## src/rtl/multi_channel_spi_sensor.sv

```systemverilog
// rtl/multi_channel_spi_sensor.sv - SPI mode-0 slave emulating a multi-channel sensor
module multi_channel_spi_sensor #(
    parameter int          NUM_CH       = 4,
    parameter logic [6:0]  DATA_BASE    = 7'h10,
    parameter logic [7:0]  WHO_AM_I_VAL = 8'h34,
    parameter logic [7:0]  SEED         = 8'h5A
) (
    input  logic clk,
    input  logic rst,
    input  logic cs,
    input  logic sck,
    input  logic mosi,
    output logic miso,
    output logic ctrl_en
);

    localparam logic [1:0] ST_IDLE  = 2'd0;
    localparam logic [1:0] ST_CMD   = 2'd1;
    localparam logic [1:0] ST_READ  = 2'd2;
    localparam logic [1:0] ST_WRITE = 2'd3;

    localparam logic [6:0] ADDR_WHO  = 7'h0F;
    localparam logic [6:0] ADDR_CTRL = 7'h20;
    localparam int         IDX_W     = (NUM_CH > 1) ? $clog2(NUM_CH) : 1;
    localparam logic [7:0] NUM_CH_W  = 8'(NUM_CH);

    function automatic logic [7:0] seed_of(input int i);
        logic [7:0] s;
        s = SEED ^ 8'(i);
        return (s == 8'h00) ? 8'h01 : s;
    endfunction

    function automatic logic [7:0] lfsr_next(input logic [7:0] v);
        return (v >> 1) ^ (v[0] ? 8'hB8 : 8'h00);
    endfunction

    // Synchronisers are left unreset so a reset with cs held low cannot fake a cs fall.
    logic [1:0] cs_sync;
    logic [1:0] sck_sync;
    logic [1:0] mosi_sync;
    logic       cs_d;
    logic       sck_d;

    always_ff @(posedge clk) begin
        cs_sync   <= {cs_sync[0], cs};
        sck_sync  <= {sck_sync[0], sck};
        mosi_sync <= {mosi_sync[0], mosi};
        cs_d      <= cs_sync[1];
        sck_d     <= sck_sync[1];
    end

    logic cs_s;
    logic mosi_s;
    logic cs_fall;
    logic sck_rise;
    logic sck_fall;

    assign cs_s     = cs_sync[1];
    assign mosi_s   = mosi_sync[1];
    assign cs_fall  = cs_d & ~cs_s;
    assign sck_rise = sck_sync[1] & ~sck_d;
    assign sck_fall = ~sck_sync[1] & sck_d;

    logic [1:0]  state;
    logic [2:0]  bit_cnt;
    logic [6:0]  shift_in;
    logic [6:0]  addr;
    logic [6:0]  tx_sr;
    logic [1:0]  ctrl;
    logic [7:0]  lfsr [NUM_CH];

    logic [7:0]       byte_now;
    logic             byte_done;
    logic [6:0]       load_addr;
    logic [6:0]       ch_off;
    logic             ch_hit;
    logic [IDX_W-1:0] ch_idx;
    logic [7:0]       rd_data;
    logic             load_rd;
    logic [7:0]       tx_byte;

    assign byte_now  = {shift_in, mosi_s};
    assign byte_done = sck_rise && (bit_cnt == 3'd7) && (state != ST_IDLE) && !cs_s;
    // The command byte's own address is needed in the same cycle it completes.
    assign load_addr = (state == ST_CMD) ? byte_now[6:0] : addr;
    assign ch_off    = load_addr - DATA_BASE;
    assign ch_hit    = (load_addr >= DATA_BASE) && ({1'b0, ch_off} < NUM_CH_W);
    assign ch_idx    = ch_off[IDX_W-1:0];
    assign load_rd   = byte_done && (((state == ST_CMD) && byte_now[7]) || (state == ST_READ));
    assign tx_byte   = load_rd ? rd_data : 8'h00;
    assign ctrl_en   = ctrl[0];

    always_comb begin
        rd_data = 8'hEE;
        if (load_addr == ADDR_WHO) begin
            rd_data = WHO_AM_I_VAL;
        end else if (load_addr == ADDR_CTRL) begin
            rd_data = {6'b0, ctrl};
        end else if (ch_hit) begin
            rd_data = ctrl[0] ? lfsr[ch_idx] : 8'h00;
        end
    end

    always_ff @(posedge clk) begin
        for (int i = 0; i < NUM_CH; i++) begin
            if (rst) begin
                lfsr[i] <= seed_of(i);
            end else if (load_rd && ch_hit && ctrl[0] && (ch_idx == IDX_W'(i))) begin
                lfsr[i] <= lfsr_next(lfsr[i]);
            end
        end
    end

    function automatic logic [6:0] addr_step(input logic [6:0] a, input logic ai);
        return ai ? a + 7'd1 : a;
    endfunction

    always_ff @(posedge clk) begin
        if (rst) begin
            state    <= ST_IDLE;
            bit_cnt  <= 3'd0;
            shift_in <= 7'd0;
            addr     <= 7'd0;
            tx_sr    <= 7'd0;
            miso     <= 1'b0;
            ctrl     <= 2'b11;
        end else if (cs_fall) begin
            state    <= ST_CMD;
            bit_cnt  <= 3'd0;
            shift_in <= 7'd0;
            tx_sr    <= 7'd0;
            miso     <= 1'b0;
        end else if (cs_s) begin
            state   <= ST_IDLE;
            bit_cnt <= 3'd0;
            miso    <= 1'b0;
        end else if (state != ST_IDLE) begin
            if (sck_rise) begin
                shift_in <= byte_now[6:0];
                bit_cnt  <= bit_cnt + 3'd1;
                if (bit_cnt == 3'd7) begin
                    tx_sr <= tx_byte[6:0];
                    miso  <= tx_byte[7];
                    case (state)
                        ST_CMD: begin
                            addr  <= byte_now[7] ? addr_step(byte_now[6:0], ctrl[1]) : byte_now[6:0];
                            state <= byte_now[7] ? ST_READ : ST_WRITE;
                        end
                        ST_READ: begin
                            addr <= addr_step(addr, ctrl[1]);
                        end
                        default: begin
                            if (addr == ADDR_CTRL) begin
                                ctrl <= byte_now[1:0];
                            end
                            addr <= addr_step(addr, ctrl[1]);
                        end
                    endcase
                end
            end else if (sck_fall && (bit_cnt != 3'd0)) begin
                // The fall right after a byte load keeps the freshly loaded MSB.
                miso  <= tx_sr[6];
                tx_sr <= {tx_sr[5:0], 1'b0};
            end
        end
    end

endmodule

```

## config.mk

```make
export PLATFORM = sky130hd
export DESIGN_NAME = multi_channel_spi_sensor
export DESIGN_NICKNAME = d
export VERILOG_FILES = /design/src/rtl/multi_channel_spi_sensor.sv
export SDC_FILE = /design/constraint.sdc
export NUM_CORES = 1
export LEC_CHECK = 0
export CORE_MARGIN = 2
export CORE_UTILIZATION = 32
export CTS_BUF_LIST = sky130_fd_sc_hd__clkbuf_4 sky130_fd_sc_hd__clkbuf_8 sky130_fd_sc_hd__clkbuf_16
export DETAILED_ROUTE_END_ITERATION = 7
export MAX_ROUTING_LAYER = met4
export PLACE_DENSITY = 0.47
export SETUP_SLACK_MARGIN = 0.15
export SLEW_MARGIN = 10
export SYNTH_ARGS = -nofsm -noshare
export SYNTH_HDL_FRONTEND = slang
export SYNTH_SLANG_ARGS = --single-unit
```

## constraint.sdc

```tcl
create_clock -name clk -period 3.7 [get_ports clk]
set_clock_uncertainty 0.1 [all_clocks]
set_input_delay 0.555 -clock clk [delete_from_list [all_inputs] [get_ports clk]]
set_output_delay 0.555 -clock clk [all_outputs]
set_load 0.01 [all_outputs]
```

==> impl_metrics.ini, run 1 <==
[synthesis]
synth_cell_types = 52
yosysTopAreaCellShare_pct = 26.7
synth-edff-count = 32
syn_area_per_cell_sq_um = 10.2
ys_ff_latch = 69
synth-async-reset-ratio_pct = 0
syn-instance-count = 353
synth-seq-area-share_pct = 47.2
synth_area_sq_um = 3600
syn-num-nets = 369
synth_warnings = 0
ys.flop_type = dfxtp_1
synth.largest_area_cell = edfxtp_1
synth_area_leaders = edfxtp_1 (27%), dfxtp_1 (21%), mux4_2 (5.0%)

[power]
powerDensity_nw_per_um2 = 436
power_frac_comb_pct = 3.4
vdd_drop_max_v = 0.000211
p_sw_uw = 372
power.share.clock_pct = 51.5
switching_share_pct = 20.5
p_seq_share_pct = 45.1
p_int_uw = 1440
power_leakage_uw = 0.00135

[floorplan]
die_w_microns = 110
initial_core_util_pct = 32.9
rows = 38
coreArea_sq_um = 10900
die_y_microns = 110
ios = 7
die-area_sq_um = 12100

[detailed_routing]
final_antenna_net_count = 0
wl_met2_microns = 3490
met1Wirelength_microns = 4320
viasPerCell = 5.22
first_pass_iters = 4
vias = 2645
met3_length_microns = 220
post_drt_wl_per_cell_microns = 16.1
wl_microns = 8140
drc_errors = 0
topRoutingLayerUsed = met4
drt_iter0_markers = 184

[final_layout]
finalNonFillerCells = 507
final_common_cell = nand2_1
area_delta_synth_final_pct = 15.7
final_cell_mix = nand2_1 (45), dfxtp_1 (37), edfxtp_1 (32), a21oi_1 (26), o21ai_0 (17)
final_nets = 378
layout-drive-gt1-share_pct = 12.8
antenna_cells = 0

[critical_path]
crit_required_ns = 3.66
end_kind = register
critPathKind = reg -> reg
cp_data_arrival_time_ns = 3.10
reg2regPathDepth = 10
startpoint_type = register
cp_max_fo = 17

[grt]
grt_pass1_wl_microns = 13600
grt_max_degree = 18
antenna_found_initial = 0
grt_overflow = 0
grt_pass1_vias = 2516
grt_usage_pct = 15.4

[clock_tree]
clk_pin_slew_ns = 0.06
htree_levels = 3
cts_buffers = 9
clkLatencyLatePin_ns = 0.33
clock-root-buffer = clkbuf_16
hold_buffers = 0
numClockSinks = 69
cts_resized = 0
cts_buffer_depth = 2
cts_tree = yes
post_cts_buffers = 0

[sta]
final.setup.tns_ns = 0
whs_ns = 0.233
tightest_slew_ns = 0.708
grt_setup_unrepaired = false
slew_violations = 0
finalHoldViolations = 0
period_share_pct = 84.8
setup_viol = 0
min_period_ns = 3.14
fmax_mhz = 319
setup_ws_ns = 0.563
maxSlewHeadroom_pct = 52.7

[place]
routabilityCongestion = 0.814
portBuffers = 6
dpl_worst_slack_ns = 0.577
post-place-cells = 491
dp_hpwl_microns = 6010

[flow_run]
drv_cap = 0

[hold_path]
min_path_type = reg -> reg
holdPathStages = 0

[outcome]
status = completed
-- per-stage QoR --
step	area [sq um]	util (%)	power [uW]
floorplan	3600	-	872
global placement	3830	35.1	897
detailed placement	3830	35.1	897
CTS	4170	38.1	1830
global route	4170	38.1	1880
finish	4170	38.1	1820
-- path summary, 6_finish.rpt --
check,slack [ns],end,from
worst max-delay path,0.56,lfsr[2][3]$_SDFFCE_PN1P_,state[1]$_SDFFE_PP0P_
worst min-delay path,0.23,cs_sync[1]$_DFF_P_,cs_sync[0]$_DFF_P_
worst max register to register,0.56,lfsr[2][3]$_SDFFCE_PN1P_,state[1]$_SDFFE_PP0P_
worst min register to register,0.23,cs_sync[1]$_DFF_P_,cs_sync[0]$_DFF_P_
-- worst max-delay path: stages, from the launching register on --
cell,delay [ns]
dfxtp_1,0.32
inv_1,0.10
ha_1,0.56
mux2_2,0.45
inv_1,0.07
ha_1,0.22
inv_1,0.07
o211a_2,0.24
nand3_4,0.16
nor4_4,0.48
nand2_1,0.11
-- cells by family after synthesis --
| family | synth area share [%] |
|---|---|
| buf+inv | 3.54 |
| flops | 47.2 |
| fa+ha+maj | 3.82 |
| simple gates | 20.9 |
| mux | 7.64 |
| compound gates | 12.9 |
| xor+xnor | 3.89 |
-- sequential cells by signal, summed over array words and instances, names as in the netlist --
signal and cells:
addr 7, bit_cnt 3, cs_d 1, cs_sync 2, ctrl 2, lfsr 32
miso 1, mosi_sync 2, sck_d 1, sck_sync 2, shift_in 7, state 2
tx_sr 7
-- power groups by stage --
| stage | Sequential [uW] | Clock [uW] | Combinational (uW) |
|---|---|---|---|
| detailed placement | 836 | 0 | 61.4 |
| finish | 820 | 935 | 61.4 |
| floorplan | 830 | 0 | 41.3 |
| CTS | 819 | 952 | 61.7 |
| global placement | 836 | 0 | 61.3 |
| global route | 821 | 992 | 67.4 |
-- cells in the mapped netlist (all sizes together) (5+ instances only) --
library cell and number:
mux2i 5, nor3 13, a21oi 26, xnor2 12
inv 15, nor4 5, edfxtp 32, ha 11
or3 5, a31oi 5, o21ai 18, mux4 8
and2 15, dfxtp 37, nor2 14, clkbuf 12
nand2 45, nand3 9, nand2b 10, buf 5
-- metal layers --
metal / GRT usage [%] / up-vias
met1: 22.2 / 1287
met2: 21.3 / 41
li1: - / 1309
met3: 3.00 / 8
met4: 5.54 / 0
met5: - / -
-- layout make-up --
type | count | area [sq um]
well taps | 140 | 175
fillers | 1080 | 6770
flip-flops and latches | 69 | 1700
clock buffers | 12 | 283
inverters | 15 | 56.3
clock inverters | 4 | 51.3
repair buffers | 15 | 128
multi-input cells | 252 | 1770
Power figures use the tool's default switching activity.
==> run 2: changes to the inputs <==
--- a/config.mk
+++ b/config.mk
@@ -10,7 +10,7 @@
 export CTS_BUF_LIST = sky130_fd_sc_hd__clkbuf_4 sky130_fd_sc_hd__clkbuf_8 sky130_fd_sc_hd__clkbuf_16
 export DETAILED_ROUTE_END_ITERATION = 7
 export MAX_ROUTING_LAYER = met4
-export PLACE_DENSITY = 0.47
+export PLACE_DENSITY = 0.48
 export SETUP_SLACK_MARGIN = 0.15
 export SLEW_MARGIN = 10
 export SYNTH_ARGS = -nofsm -noshare
==> constraint.sdc (replaced) <==
create_clock -name clk -period 2.7 [get_ports clk]
set_clock_uncertainty 0.1 [all_clocks]
set_input_delay 0.405 -clock clk [delete_from_list [all_inputs] [get_ports clk]]
set_output_delay 0.405 -clock clk [all_outputs]
set_load 0.01 [all_outputs]
==> run 2 against run 1 <==
  * Critical path depth shrank 2
  * Count of clock-buffer cells in the layout shrank 2
  * Sequential share of layout area shrank 2.4 points
  * Power grew 26%
  * Non-clock buffer count grew 21
  * Final cell count grew 3.9%
  * Critical path type unchanged
  * Core utilization grew 2.5 points
  * Largest power group is now sequential cells
  * Design area grew 6.6%
==> impl_metrics.ini, run 2 (synthesized netlist as in run 1, its figures left out) <==
[outcome]
status = completed

[place]
dp_hpwl_microns = 6320
portBuffers = 6
routabilityCongestion = 0.854
dpl_worst_slack_ns = 0.0355

[sta]
grt_setup_unrepaired = false
final.setup.tns_ns = 0
maxSlewHeadroom_pct = 62.4
period_share_pct = 91.2
slew_violations = 0
fmax_mhz = 406
min_period_ns = 2.46
finalHoldViolations = 0
tightest_slew_ns = 0.565
setup_ws_ns = 0.237
setup_viol = 0

[final_layout]
antenna_cells = 0
largest_register_ffs = 32
final_nets = 399
layout-drive-gt1-share_pct = 22.7
fillCellCount = 1071
final_common_cell = nand2_1
final_cell_mix = nand2_1 (45), dfxtp_1 (35), edfxtp_1 (32), a21oi_1 (26), buf_4 (25)
largest-register = lfsr
final_util_pct = 40.6
area_delta_synth_final_pct = 23.3

[critical_path]
cp_max_fo = 8
cpMostUsedCell = buf_6
critPathKind = reg -> reg
slowest_stage = or4b_4
crit_start = state[0]$_SDFFE_PP0P_
end_kind = register
crit_chain = inv_2, ha_4, or4b_4, nor3_4, nand3_4, buf_6, o21ai_2, buf_6
crit_family = simple AND/OR/NAND/NOR gates
crit_required_ns = 2.64
cp.depth = 8
startpoint_type = register
crit_buf_inv = 3
cpPeakStageDelay_ns = 0.50
reg2regPathDepth = 8
r2r_start = state[0]$_SDFFE_PP0P_
cp_data_arrival_time_ns = 2.40

[power]
powerDensity_nw_per_um2 = 513
vdd_drop_max_v = 0.000256
fin_total_pwr_uw = 2280
power_leakage_uw = 0.00147

[grt]
grt_usage_pct = 16.2
grt_pass1_vias = 2589
antenna_found_initial = 0
grt_overflow = 0
grt_pass1_wl_microns = 14400
grt_max_degree = 17

[floorplan]
rows = 38
die_y_microns = 110
coreArea_sq_um = 10900
die_w_microns = 110
ios = 7
die-area_sq_um = 12100
initial_core_util_pct = 32.9

[clock_tree]
htree_levels = 3
cts_tree = yes
cts_buffer_depth = 2
cts_buffers = 9
clock-root-buffer = clkbuf_16
clk_pin_slew_ns = 0.06
numClockSinks = 69
clkLatencyLatePin_ns = 0.33

[detailed_routing]
wl_microns = 8620
drt_iter0_markers = 181
vias = 2725
first_pass_iters = 4
viasPerCell = 5.17
drc_errors = 0
post_drt_wl_per_cell_microns = 16.4
final_antenna_net_count = 0

[hold_path]
min_path_type = reg -> reg
holdPathStages = 0
hold_start = cs_sync[0]$_DFF_P_

[flow_run]
drv_cap = 0
[run 2: final cells by class]
type	count	area [sq um]	area share, %
clock inverter	5	28.8	0.648
tap	140	175	3.94
clock buffer	10	233	5.24
multi-input combinational	252	1920	43.2
timing repair buffer	36	322	7.24
sequential	69	1710	38.4
inverter	15	58.8	1.32
[run 2: what timing repair did]
item                                    CTS  global route
hold buffers                              0             0
endpoints found under the setup margin   43            69
pin swaps                                 6             6
gates resized for setup                   6            17
buffers inserted                          3             2
[run 2: path summary, 6_finish.rpt]
path | end | slack, ns
max | lfsr[1][2]$_SDFFCE_PN0P_ | 0.24
min reg2reg | cs_sync[1]$_DFF_P_ | 0.23
max reg2reg | lfsr[1][2]$_SDFFCE_PN0P_ | 0.24
min | cs_sync[1]$_DFF_P_ | 0.23
[run 2: per-stage QoR]
step	hold WS [ns]	instance area [sq um]	cells
after floorplan	0.210	3670	353
after global placement	0.210	4030	507
after detailed placement	0.212	4030	507
after CTS	0.226	4350	525
after global routing	0.231	4440	527
final	0.227	4440	527
[run 2: where the power goes]
part	switching, uW	internal, uW	total (uW)
Combinational	59.2	50.5	110
Clock	428	621	1050
Sequential	15.1	1110	1120
Total	502	1780	2280
[run 2: routing by layer]
metal,global-route usage (%),part of all wire (%)
met1,24.8,54
met2,21.4,43
met3,2.35,2.4
met4,5.98,1.3
met5,-,0
==> run 3: changes to the inputs <==
--- a/config.mk
+++ b/config.mk
@@ -6,11 +6,11 @@
 export NUM_CORES = 1
 export LEC_CHECK = 0
 export CORE_MARGIN = 2
-export CORE_UTILIZATION = 32
+export CORE_UTILIZATION = 55
 export CTS_BUF_LIST = sky130_fd_sc_hd__clkbuf_4 sky130_fd_sc_hd__clkbuf_8 sky130_fd_sc_hd__clkbuf_16
 export DETAILED_ROUTE_END_ITERATION = 7
 export MAX_ROUTING_LAYER = met4
-export PLACE_DENSITY = 0.48
+export PLACE_DENSITY = 0.75
 export SETUP_SLACK_MARGIN = 0.15
 export SLEW_MARGIN = 10
 export SYNTH_ARGS = -nofsm -noshare
==> constraint.sdc (replaced) <==
create_clock -name clk -period 2.1 [get_ports clk]
set_clock_uncertainty 0.1 [all_clocks]
set_input_delay 0.315 -clock clk [delete_from_list [all_inputs] [get_ports clk]]
set_output_delay 0.315 -clock clk [all_outputs]
set_load 0.01 [all_outputs]
==> run 3 against run 2 <==
  * The flow now finishes with violations (setup timing)
  * Largest power group unchanged
  * Critical path depth rose by 1
  * Sequential share of layout area shrank 6.0 points
  * Core utilization is 42 points higher
  * First-iteration DRC count is 120% higher
  * Setup slack lost 0.69 ns
  * Via count grew 25%
  * Design area grew 19%
  * Non-clock buffer count is 58 higher
  * Hold slack gained 0.0058 ns
  * Power is 27% higher
  * Fmax fell by 3.6%
  * Critical path type unchanged
  * Clock power rose by 17%
==> impl_metrics.ini, run 3 (synthesized netlist as in run 1, its figures left out) <==
[critical_path]
setup.worst_path.end = lfsr[2][7]$_SDFFCE_PN0P_
r2r_start = state[1]$_SDFFE_PP0P_
cp_max_fo = 8
startpoint_type = register
r2r-end = lfsr[2][7]$_SDFFCE_PN0P_
critPathKind = reg -> reg
cp_data_arrival_time_ns = 2.53
worst-r2r-setup-slack_ns = -0.45
crit_start = state[1]$_SDFFE_PP0P_
reg2regPathDepth = 9
end_kind = register
crit_required_ns = 2.08

[detailed_routing]
first_pass_iters = 5
vias = 3416
wl_microns = 12600
post_drt_wl_per_cell_microns = 24.0
drt_iter0_markers = 390
drc_errors = 0
final_antenna_net_count = 0
viasPerCell = 6.52

[final_layout]
antenna_cells = 0
final_area_sq_um = 5260
layout-drive-gt1-share_pct = 47.7
largest_register_ffs = 32
fillCellCount = 284
final_nets = 458
multi_input_area_sq_um = 2320
largest-register = lfsr
final_cell_mix = buf_4 (62), dfxtp_1 (35), edfxtp_1 (32), nand2_1 (28), buf_6 (22)
finalNonFillerCells = 524
area_delta_synth_final_pct = 46.1
final_common_cell = buf_4
register_area_sq_um = 1710

[sta]
maxSlewHeadroom_pct = 59.6
setup_viol = 82
whs_ns = 0.233
finalHoldViolations = 0
fmax_mhz = 391
min_period_ns = 2.55
grt_setup_unrepaired = true
setup_ws_ns = -0.455
slew_violations = 0
period_share_pct = 122
tightest_slew_ns = 0.604

[grt]
grt_overflow = 0
grt_pass1_vias = 3332
antenna_found_initial = 0
grt_max_degree = 17
grt_usage_pct = 31.8
grt_pass1_wl_microns = 16900

[power]
powerDensity_nw_per_um2 = 548
vdd_drop_max_v = 0.000679
power_leakage_uw = 0.00196
fin_total_pwr_uw = 2890

[place]
place_area_sq_um = 4290
dpl_worst_slack_ns = -0.478
routabilityCongestion = 0.948
dp_hpwl_microns = 6390
post-place-cells = 483
portBuffers = 6

[clock_tree]
clock-root-buffer = clkbuf_8
cts_buffers = 9
clk_pin_slew_ns = 0.08
numClockSinks = 69
htree_levels = 3
cts_tree = yes
hold_buffers = 0
clkLatencyLatePin_ns = 0.36
cts_buffer_depth = 2

[outcome]
violations = setup timing
status = complete, but fails checks

[floorplan]
die-area_sq_um = 7210
ios = 7
die_w_microns = 84.9
initial_core_util_pct = 56.7
coreArea_sq_um = 6350
rows = 29
die_y_microns = 84.9

[flow_run]
drv_cap = 0

[hold_path]
min_path_type = reg -> reg
-- run 3: changes by cell type in the layout (fill, tap and decap cells not counted), sizes merged --
cell | before | now
buf | 30 | 88
clkinv | 5 | 4
bufinv | 0 | 2
mux2 | 4 | 5
-- run 3: worst min-delay path by stage --
stage                         from                  end  slack [ns]  cells after the start
2_1_floorplan   cs_sync[0]$_DFF_P_   cs_sync[1]$_DFF_P_        0.21                      0
3_3_place_gp   sck_sync[0]$_DFF_P_  sck_sync[1]$_DFF_P_        0.21                      0
3_5_place_dp   sck_sync[0]$_DFF_P_  sck_sync[1]$_DFF_P_        0.21                      0
4_1_cts        sck_sync[0]$_DFF_P_  sck_sync[1]$_DFF_P_        0.23                      0
5_1_grt         cs_sync[0]$_DFF_P_   cs_sync[1]$_DFF_P_        0.25                      0
6_report       sck_sync[0]$_DFF_P_  sck_sync[1]$_DFF_P_        0.23                      0
-- run 3: worst max-delay path, stage by stage (launching register included) --
cell and delay (ns):
dfxtp_4 0.37, inv_6 0.08, ha_4 0.15, mux2_4 0.33, ha_4 0.25, inv_2 0.06
o211a_4 0.17, nand3_4 0.20, o31ai_4 0.36, buf_12 0.17
-- run 3: repair_timing --
action / in CTS / in global routing
buffers inserted: 14 / 10
gates cloned: 1 / 0
pin swaps: 26 / 29
gates resized for setup: 58 / 80
setup endpoints to repair: 81 / 85
-- run 3: area by class of cell --
class | count | area share [%]
multi-input combinational | 253 | 44.1
sequential | 69 | 32.5
timing repair buffer | 94 | 16.2
clock buffer | 10 | 2.50
tap | 77 | 1.83
clock inverter | 6 | 1.66
inverter | 15 | 1.26
-- run 3: routing by layer --
metal  up-vias  track usage, %  wire [microns]
met2       248            50.5            5860
met5         -               -               0
met4         0            12.8             678
li1       1471               -               -
met3        64            8.37            1250
met1      1633            38.8            4770
-- run 3: power breakdown --
group | internal, uW | switching, uW | total [uW]
sequential | 1420 | 19.7 | 1440
combinational | 101 | 119 | 219
clock | 682 | 546 | 1230
total | 2200 | 684 | 2890
-- run 3: through the flow --
step                setup TNS [ns]  util, %
finish                      -28.95     82.9
global route                -32.84     82.9
CTS                         -18.84     76.3
detailed placement          -28.77     67.5
global placement            -22.65     67.5
floorplan                   -27.12        -
==> variant (settings of run 1) <==
Make the reset (`rst`) asynchronous in one clocked block. Comments in the files are not updated.
--- a/src/rtl/multi_channel_spi_sensor.sv
+++ b/src/rtl/multi_channel_spi_sensor.sv
@@ -115,7 +115,7 @@
         return ai ? a + 7'd1 : a;
     endfunction
 
-    always_ff @(posedge clk) begin
+    always_ff @(posedge clk or posedge rst) begin
         if (rst) begin
             state    <= ST_IDLE;
             bit_cnt  <= 3'd0;
Behaviour: same outputs for any inputs over 10 cycles, from zero or initial values and one cycle with rst high; that may be too few to reach the edited logic, so the function may still have changed.
==> variant against run 1 <==
Worst setup slack better by 0.40 ns. Wire length up 2.1%. Total power up 6.6%. Sequential cell count unchanged. Synthesized area up 4.1%. Cell area up 2.9%. Count of clock-buffer cells in the layout down 2. Worst hold slack worse by 0.0051 ns. Critical endpoint is now lfsr[1][0]$_SDFFCE_PN1P_.
==> variant: results (changes against run 1) <==
Power and ir drop
  – Lkg Pwr: 1.595 nW (was 1.351 nW)
  – Peak supply drop: 0.2167 mV (was 0.2110 mV)

Drt
  – Routed WL: 8315 um (was 8142 um)
  – Initial DRC count: 198 (was 184)
  – Via/cell ratio: 5.089 (was 5.217)
  – WL per Instance: 17.18 um (was 16.06 um)

Critical path
  – Crit path DAT: 2.68 ns (was 3.10 ns)
  – Critical R2R Capture: lfsr[1][0]$_SDFFCE_PN1P_ (was lfsr[2][3]$_SDFFCE_PN1P_)
  – Cell count of the worst reg-to-reg path: 7 (was 10)
  – Reg2Reg Setup Slack: 0.96 ns (was 0.56 ns)
  – Slowest stage delay, CP: 0.72 ns (was 0.56 ns)

Placed design
  – DP Wirelength: 6058 um (was 6006 um)
  – Cells after DPL: 468 (was 491)
  – GPL Wtd Cong: 0.8117 (was 0.8139)

Global routing
  – First-pass GRT wire length: 14210 um (was 13610 um)
  – Grt met3 use: 3.564% (was 2.998%)
  – Met1 Use GR: 21.85% (was 22.19%)
  – Met2 GRT Util: 20.44% (was 21.34%)
  – Gr usage total: 15.08% (was 15.38%)
  – Vias in the first global route: 2546 (was 2516)
  – Largest net degree at the start of global routing: 22 (was 18)

Hold path
  – Worst hold path type: reg -> reg (unchanged)

Logic synthesis
  – Sequential share of the synthesized area: 49.33% (was 47.24%)
  – FFs w/ async S/R, synth: 42.03% (was 0%)
  – Top cells by instance count after synthesis: edfxtp_1 (32), dfrtp_1 (27), nand2_1 (26) (was nand2_1 (45), dfxtp_1 (37), edfxtp_1 (32))
  – Mean Syn Cell Area: 11.39 um2 (was 10.20 um2)
  – Post-Synth Adder-Cell Area: 3.672% (was 3.821%)
  – Yosys cell types: 59 (was 52)
  – Synth area leaders: edfxtp_1 (26%), dfrtp_1 (18%), dfxtp_1 (4.3%), mux4_2 (4.2%), ha_1 (3.7%) (was edfxtp_1 (27%), dfxtp_1 (21%), mux4_2 (5.0%), nand2_1 (4.7%), ha_1 (3.8%))
  – Top_reg_cell synth: edfxtp_1 (was dfxtp_1)
  – XOR/XNOR Fraction of Synth Area: 4.439% (was 3.890%)
  – Post-synthesis mux area share: 8.011% (was 7.642%)

Outcome
  – Outcome: completed (unchanged)

Final layout
  – Fillers: 1119 (was 1080)
  – Share of cells above drive strength 1: 15.54% (was 12.81%)
  – Final #Nets: 352 (was 378)

STA
  – Worst slew pin tran: 0.8948 ns (was 0.7077 ns)
  – Min Hold Slack: 0.2276 ns (was 0.2327 ns)
[variant: changes by cell type in the layout (fill, tap and decap cells not counted), sizes merged, moves of 3 or more]
cell / before / now
a21boi: 1 / 7
a21oi: 26 / 10
a22o: 0 / 7
a22oi: 2 / 8
dfrtp: 0 / 27
dfxtp: 37 / 8
inv: 15 / 11
nand2: 45 / 26
nor2: 14 / 19
o211a: 4 / 0
o21ai: 18 / 21
or3: 5 / 0
xnor2: 12 / 15
[variant: cells by family (layout without fill, tap and decap cells)]
logic type / Yosys count / in the layout
xor+xnor: 19 / 19
simple gates: 116 / 116
mux: 19 / 19
fa+ha+maj: 11 / 11
compound gates: 68 / 68
buf+inv: 27 / 39
flops: 69 / 69
[variant: metal layers]
metal | vias to the layer above | part of all wire, %
li1 | 1219 | -
met1 | 1212 | 53
met2 | 21 | 43
met3 | 11 | 2.2
met4 | 0 | 1.7
met5 | - | 0
[variant: layout make-up]
type | instances | share of cell area, %
clock buffers | 10 | 5.572
clock inverters | 6 | 2.538
inverters | 10 | 0.8751
multi-input cells | 233 | 41.10
flip-flops and latches | 69 | 43.12
well taps | 143 | 4.172
repair buffers | 13 | 2.625
[variant: per-stage QoR]
step,setup slack (ns),instance area [um2]
2_1_floorplan,0.5262,3749
3_3_place_gp,1.047,3941
3_5_place_dp,0.9989,3941
4_1_cts,0.9769,4289
5_1_grt,0.7096,4289
6_report,0.9650,4289
[variant: report_power, final]
part | switching [mW] | internal (mW) | total [mW] | leakage (nW)
Sequential | 0.0200 | 0.818 | 0.838 | 0.741
Combinational | 0.0523 | 0.0391 | 0.0914 | 0.681
Clock | 0.330 | 0.676 | 1.01 | 0.173
Total | 0.402 | 1.53 | 1.94 | 1.59
[variant: worst max path at each step]
stage / start / endpoint / slack (ns)
3_3_place_gp: state[1]$_DFFE_PP0P_ / lfsr[2][3]$_SDFFCE_PN1P_ / 1.05
6_report: state[1]$_DFFE_PP0P_ / lfsr[1][0]$_SDFFCE_PN1P_ / 0.96
3_5_place_dp: state[1]$_DFFE_PP0P_ / lfsr[1][3]$_SDFFCE_PN1P_ / 1.0
2_1_floorplan: state[1]$_DFFE_PP0P_ / lfsr[2][0]$_SDFFCE_PN0P_ / 0.53
4_1_cts: state[1]$_DFFE_PP0P_ / lfsr[1][2]$_SDFFCE_PN0P_ / 0.98
5_1_grt: state[1]$_DFFE_PP0P_ / lfsr[1][2]$_SDFFCE_PN0P_ / 0.71
[variant: worst reg2reg max path, cell delays in order (launching register included)]
cell and delay (ns):
dfrtp_1 0.38, inv_1 0.12, ha_1 0.19, buf_4 0.24, mux2i_2 0.73, nand2_1 0.25
o21ai_0 0.23, buf_4 0.20
